<file path="config.mk">
export PLATFORM = sky130hd
export DESIGN_NAME = text_line_buffer
export DESIGN_NICKNAME = d
export VERILOG_FILES = /design/src/rtl/text_line_buffer.sv
export SDC_FILE = /design/constraint.sdc
export NUM_CORES = 1
export LEC_CHECK = 0
export CAP_MARGIN = 15
export CORE_UTILIZATION = 40
export CTS_BUF_LIST = sky130_fd_sc_hd__clkbuf_4
export DETAILED_ROUTE_END_ITERATION = 10
export PLACE_DENSITY = 0.72
export SLEW_MARGIN = 20
export SYNTH_ARGS = -nofsm -noshare
export SYNTH_HDL_FRONTEND = slang
export SYNTH_SLANG_ARGS = --single-unit
</file>
<file path="constraint.sdc">
create_clock -name clk_in -period 1.77 [get_ports clk_in]
set_clock_uncertainty 0.05 [all_clocks]
set_input_delay 0.354 -clock clk_in [delete_from_list [all_inputs] [get_ports clk_in]]
set_output_delay 0.354 -clock clk_in [all_outputs]
set_load 0.02 [all_outputs]
</file>
<file path="src/rtl/text_line_buffer.sv">
// text_line_buffer: one line of NUM_CHARS 5-bit letter cells with a 2-stage pixel read path.
// Define TEXT_WRAP_EN to wrap the write cursor instead of saturating when the line is full.
module text_line_buffer #(
  parameter int X_POS     = 128,
  parameter int Y_POS     = 128,
  parameter int NUM_CHARS = 16
) (
  input  logic        clk_in,
  input  logic        rst_n_in,
  input  logic [4:0]  char_in,
  input  logic        char_valid_in,
  output logic        char_ready_out,
  input  logic        clear_in,
  input  logic [10:0] hcount_in,
  input  logic [9:0]  vcount_in,
  output logic [4:0]  letter_out,
  output logic [4:0]  rel_x_out,
  output logic [4:0]  rel_y_out,
  output logic        active_out,
  output logic [10:0] hcount_out,
  output logic [9:0]  vcount_out
);
  localparam int CW = $clog2(NUM_CHARS);
  localparam int LAST_I = NUM_CHARS - 1;
  localparam int XLIM_I = NUM_CHARS * 32;
  localparam logic [CW-1:0] LAST = LAST_I[CW-1:0];
  localparam logic [CW:0] FULL = NUM_CHARS[CW:0];
  localparam logic [11:0] XLIM = XLIM_I[11:0];
  localparam logic [10:0] XP = X_POS[10:0];
  localparam logic [9:0] YP = Y_POS[9:0];
  typedef enum logic {IDLE, CLEAR} state_t;
  state_t state_q, state_d;
  logic [CW:0] cursor_q, cursor_d, cursor_inc;
  logic [CW-1:0] clr_q, clr_d, wr_idx;
  logic [4:0] mem_q [NUM_CHARS];
  logic [4:0] wr_data;
  logic wr_en, take, can_take;
  logic [10:0] rx_q, hc1_q, hc2_q;
  logic [9:0] ry_q, vc1_q, vc2_q;
  logic [4:0] letter_q, relx_q, rely_q;
  logic act_q, act;
`ifdef TEXT_WRAP_EN
  assign can_take = 1'b1;
  assign cursor_inc = cursor_q[CW-1:0] == LAST ? '0 : cursor_q + 1'b1;
`else
  assign can_take = cursor_q < FULL;
  assign cursor_inc = cursor_q + 1'b1;
`endif
  always_ff @(posedge clk_in or negedge rst_n_in)
    if (!rst_n_in) state_q <= IDLE;
    else state_q <= state_d;
  always_comb
    state_d = state_q == IDLE ? (clear_in ? CLEAR : IDLE) : (clr_q == LAST ? IDLE : CLEAR);
  always_comb begin
    char_ready_out = rst_n_in && state_q == IDLE && !clear_in && can_take;
    take = char_valid_in && char_ready_out;
    wr_en = take || state_q == CLEAR;
    wr_idx = state_q == CLEAR ? clr_q : cursor_q[CW-1:0];
    wr_data = state_q == CLEAR ? 5'd0 : char_in;
    clr_d = state_q == CLEAR ? clr_q + 1'b1 : '0;
    cursor_d = (state_q == IDLE && clear_in) ? '0 : take ? cursor_inc : cursor_q;
  end
  always_ff @(posedge clk_in or negedge rst_n_in)
    if (!rst_n_in) begin
      cursor_q <= '0;
      clr_q <= '0;
      for (int i = 0; i < NUM_CHARS; i++) mem_q[i] <= '0;
    end else begin
      cursor_q <= cursor_d;
      clr_q <= clr_d;
      if (wr_en) mem_q[wr_idx] <= wr_data;
    end
  // Offsets wrap unsigned, so pixels left of or above the origin fall outside the box.
  assign act = {1'b0, rx_q} < XLIM && ry_q < 10'd32;
  always_ff @(posedge clk_in or negedge rst_n_in)
    if (!rst_n_in) begin
      rx_q <= '0;
      ry_q <= '0;
      hc1_q <= '0;
      vc1_q <= '0;
      hc2_q <= '0;
      vc2_q <= '0;
      letter_q <= '0;
      relx_q <= '0;
      rely_q <= '0;
      act_q <= 1'b0;
    end else begin
      rx_q <= hcount_in - XP;
      ry_q <= vcount_in - YP;
      hc1_q <= hcount_in;
      vc1_q <= vcount_in;
      hc2_q <= hc1_q;
      vc2_q <= vc1_q;
      letter_q <= act ? mem_q[rx_q[5 +: CW]] : 5'd0;
      relx_q <= act ? rx_q[4:0] : 5'd0;
      rely_q <= act ? ry_q[4:0] : 5'd0;
      act_q <= act;
    end
  assign letter_out = letter_q;
  assign rel_x_out = relx_q;
  assign rel_y_out = rely_q;
  assign active_out = act_q;
  assign hcount_out = hc2_q;
  assign vcount_out = vc2_q;
endmodule

</file>
* Word-level counts from Yosys, hierarchy flattened
Cells that the tools add are included.
** Storage, ports and cells
- Register bits :: 169
- Bits in latches :: 0
- RAM bits :: 0
- Memory bits (read-only) :: 0
- Output and inout port bits :: 38
- Word-level logic and storage cells :: 70
- Memories kept :: 0
** Cells by class
- $add $sub $neg :: 4
- Multipliers :: 0
- Divide/modulo/power cells :: 0
- $lt $le $gt $ge :: 6
- Equality and inequality tests :: 1
- Shifts and indexed selects :: 0
- Muxes and demuxes :: 17
- Bitwise operators :: 3
- Reduce and logical (&&, ||, !) cells :: 10
** Operator list (number)
- bitwise mux 80 bit :: 1
- two-way mux 5 bit :: 9
- binary-select mux 5 bit (select 4 bit) :: 1
- demux 5 bit (select 4 bit) :: 1
- less-than comparator 11 x 10 -> 1 bit, second input constant :: 1
- subtractor 11 x 8 -> 11 bit, second input constant :: 1
- >= comparator 5 bit, second input constant :: 2
- less-than comparator 10 x 6 -> 1 bit, second input constant :: 1
- NOT 4 -> 5 bit :: 2
- subtractor 10 x 8 -> 10 bit, second input constant :: 1
- two-way mux 4 bit :: 2
- logical AND 1 bit :: 7
- adder 5 x 1 -> 5 bit, second input constant :: 1
- less-than comparator 5 x 1 -> 1 bit, second input constant :: 1
- less-than comparator 5 bit, second input constant :: 1
- adder 4 x 1 -> 4 bit, second input constant :: 1
- equality test 4 bit, second input constant :: 1
- two-way mux 1 bit :: 3
- nonzero test 2 bit :: 1
- logical NOT 1 bit :: 1
- logical OR 1 bit :: 1
- NOT 1 bit :: 1

* Longest topological paths before layout
- Word-level depth :: 7
- Gate-level depth with buffers :: 6
- Depth with buffers taken out :: 4

* Least setup slack after synthesis
OpenSTA, ideal clock, no wires.
- Path type :: flip-flop to flip-flop
- From :: register state_q
- To :: register cursor_q[2]
- Arrival time :: 1.618 ns
- Required time :: 1.590 ns
- Setup slack :: -0.028 ns
- Cell stages (with the launch flop) :: 6
- Buffers on the path :: 1
- Cell sequence :: dfrtp_1 buf_6 nor4b_2 nand3_1 xnor2_1 nor2_1
** Between the ends
- Longest elaborated chain between the ends :: 6
** Ends and longest elaborated chain
- from (decl) :: line 32 : state_t state_q, state_d;
- from (signal assigned) :: line 51 : else state_q <= state_d;
- NOT 1 bit :: line 55 : char_ready_out = rst_n_in && state_q == IDLE && !clear_in && can_take;
- logical AND 1 bit (3 in a row) :: line 55
- named net char_ready_out :: line 12 : output logic char_ready_out,
- logical AND 1 bit :: line 56 : take = char_valid_in && char_ready_out;
- nonzero test 2 bit (no line)
- to (signal assigned) :: line 69 : cursor_q <= cursor_d;
- to (decl) :: line 33 : logic [CW:0] cursor_q, cursor_d, cursor_inc;
The timed path passes the listed nets, and every way through them passes these cells.
A chain may end at the register's enable or synchronous reset.

* Final worst setup path
- From :: register state_q
- To :: register mem_q[41] in the netlist's numbering
** Between the ends
- Longest elaborated chain between the ends :: 7
** Ends and longest elaborated chain
- two-way mux 4 bit :: line 58 : wr_idx = state_q == CLEAR ? clr_q : cursor_q[CW-1:0];
- NOT 4 -> 5 bit (not written as such) :: line 71 : if (wr_en) mem_q[wr_idx] <= wr_data;
- >= comparator 5 bit (not written as such) or less-than comparator 5 x 1 -> 1 bit (tied branches) :: line 71
- logical AND 1 bit (not written as such) :: line 71
- two-way mux 5 bit (not written as such) :: line 71
- demux 5 bit (select 4 bit) :: line 71
- bitwise mux 80 bit :: line 71
- to (signal, indexed assignment) :: line 71
- to (decl) :: line 35 : logic [4:0] mem_q [NUM_CHARS];
Parallel ways exist; a longest one is shown, timed or not.

==> results_dict.tcl <==
set metrics [dict create \
    drc_errors 0 \
    critPathLaunch "state_q$_DFF_PN0_" \
    dr.pass1.iters 4 \
    area_growth_pct 29.6 \
    violations "setup timing" \
    synth_edf_count 0 \
    clock_sinks 155 \
    grt_pass1_vias 3959 \
    final.setup.tns_ns -10.16 \
    syn_inst 392 \
    io_buffers 67 \
    synth_most_common_cell "dfrtp_1" \
    setup_slack_ns -0.228 \
    cts_tree "built" \
    hold_path_class "in2reg" \
    fin_util_pct 53.2 \
    outcome "finished, violations left" \
    period_share_pct 113 \
    reg2reg_to "mem_q[41]$_DFFE_PN0P_" \
    start_util_pct 41.0 \
    cp_max_fo 8 \
    num_vias 3583 \
    synth-seq-cells 155 \
    grt_remaining_overflow 0 \
    die_h_um 127 \
    placed_cells 659 \
    drt-initial-drc-count 151 \
    min_period_ns 2.00 \
    grt_usage_pct 17.1 \
    critPathKind "reg2reg" \
    placed_cell_area_sq_um 7340 \
    fmax_ghz 0.500 \
    avgViaCountPerCell 5.05 \
    clk_latency_ns 0.56 \
    root_buffer "clkbuf_4" \
    grt_start_max_net_pins 140 \
    antenna_found_initial 0 \
    yosys-top-cells-area "dfrtp_1 62%, mux2_2 14%, mux4_2 7.2%" \
    cts_max_path_buffers 2 \
    wirelength_mm 12.8 \
    ys.warnings.count 0 \
    dpl.hpwl_mm 8.27 \
    synth_top_area_cell "dfrtp_1" \
    cp.required_ns 2.17 \
    htreeDepth 4 \
    r2r_start "state_q$_DFF_PN0_" \
    critPathLaunchType "register" \
    synthFlopType "dfrtp_1" \
    wl_per_cell_um 18.0 \
    drv_cap 0 \
    hold_viol 0 \
    synth_area_sq_um 6230 \
    die_w_um 127 \
    slew_viol_final 0 \
    drive_above_1_share_pct 43.6 \
    power_density_nw_per_um2 1300 \
    finalNetCount 542 \
    core_sq_um 15200 \
    cp-end-kind "register" \
    synthArstFlopShare_pct 100 \
    cp-endpoint "mem_q[41]$_DFFE_PN0P_" \
    gp_congestion 0.768 \
    seq_area_frac_synth_pct 62.2 \
    grt_pass1_wl_mm 20.7 \
    cellLeakagePower_nw 4.04 \
    post_synth.cell_area_avg_sq_um 15.9 \
    r2r_setup_slack_ns -0.23 \
    ios 68 \
    die-area_sq_um 16100 \
    vdd_drop_max_mv 0.600 \
    worst_slew_pin_slew_ns 0.741 \
    n_antenna_cell 0 \
    fillCellCount 1237 \
    synth_nets 426 \
    synth_common_cells "155 x dfrtp_1, 77 x mux2_2, 20 x mux4_2" \
    final_cells 709 \
    rsz0062_at_grt "yes" \
    final_cell_area_sq_um 8080 \
    relSlewSlack_pct 50.4 \
    r2r.worst_path.cells 5 \
    synth_cell_types 44 \
    cts_buffers 17 \
    setup_violations 81 \
    synth_top_area_share_pct 62.2 \
    arrival_ns 2.40 \
    antenna_left 0 \
    row_count 45 \
    cts.clk_slew.worst_paths_ns 0.14 \
]
sequential cells by signal, indices dropped and copies added (netlist names):
register,count
state_q,1
letter_out,5
rel_x_out,5
ry_q,3
clr_q,4
mem_q,80
active_out,1
rx_q,11
vc1_q,10
hcount_out,11
vcount_out,10
hc1_q,4
rel_y_out,5
cursor_q,5
final cells by class:
cell class                 instances  area, sq um  area share, %
inverter                           8         30.0          0.372
clock buffer                      18          135           1.67
tap                              188          235           2.91
multi-input combinational        212         2520           31.2
clock inverter                    14          128           1.58
timing repair buffer             114         1150           14.2
sequential                       155         3880           48.0
where the power goes:
group	internal (W)	total [W]	switching, W	leakage (nW)
logic	0.00211	0.00372	0.00161	1.87
registers	0.00428	0.00477	0.000484	2.02
clock network	0.000627	0.00200	0.00137	0.143
kinds of logic after synthesis:
kind of cell | count (synthesis) | synth area share [%]
mux | 110 | 23.7
xor+xnor | 8 | 1.12
buf+inv | 25 | 2.01
fa+ha+maj | 4 | 0.803
simple gates | 72 | 6.88
compound gates | 18 | 3.29
flops | 155 | 62.2
through the flow:
step	hold slack, ns	setup WS (ns)	total power (W)
finish	0.165	-0.228	0.0105
global route	0.113	-0.295	0.0110
CTS	0.114	-0.211	0.0102
detailed placement	0.288	-0.479	0.00751
global placement	0.282	-0.483	0.00736
floorplan	0.00841	0.00410	0.00656
how the worst min path moves through the flow:
| stage | end | from | cells after the start | slack [ns] |
|---|---|---|---|---|
| 6_report | vc1_q[6]$_DFF_PN0_ | vcount_in[6] | 1 | 0.16 |
| 5_1_grt | vc1_q[0]$_DFF_PN0_ | vcount_in[0] | 1 | 0.11 |
| 4_1_cts | vc1_q[6]$_DFF_PN0_ | vcount_in[6] | 1 | 0.11 |
| 3_5_place_dp | hcount_out[9]$_DFF_PN0_ | hc1_q[9]$_DFF_PN0_ | 0 | 0.29 |
| 3_3_place_gp | hcount_out[8]$_DFF_PN0_ | hc1_q[8]$_DFF_PN0_ | 0 | 0.28 |
| 2_1_floorplan | active_out$_DFF_PN0_ | rst_n_in | 0 | 0.008 |
metal layers:
metal | global-route usage (%) | routed length [um]
met5 | 0 | 0
met4 | 5.81 | 191
met3 | 4.68 | 505
met2 | 29.3 | 6520
met1 | 20.8 | 5560
cell usage in the layout, fill, tap and decap left out, types with 10 or more instances in the layout:
cell type          n
dfrtp_1          153
mux2_2            63
dlygate4sd2_1     37
buf_4             29
clkdlybuf4s50_1   28
mux2_4            22
mux4_2            20
clkbuf_4          18
and2_1            11
nand2_1           10
timing repair:
item,CTS,global route
setup endpoints to repair,119,84
cloned,1,1
resized for setup,87,24
pin swaps,15,6
setup buffers,8,7
hold endpoints to repair,155,0
hold buffers,1,0
worst max-delay path: stages, from the launching register on:
cell,delay [ns]
dfrtp_2,0.47
buf_12,0.15
or3b_4,0.38
a22oi_2,0.24
a21bo_4,0.31
mux2_4,0.30
Note: power is estimated with default switching activity, not from simulation.
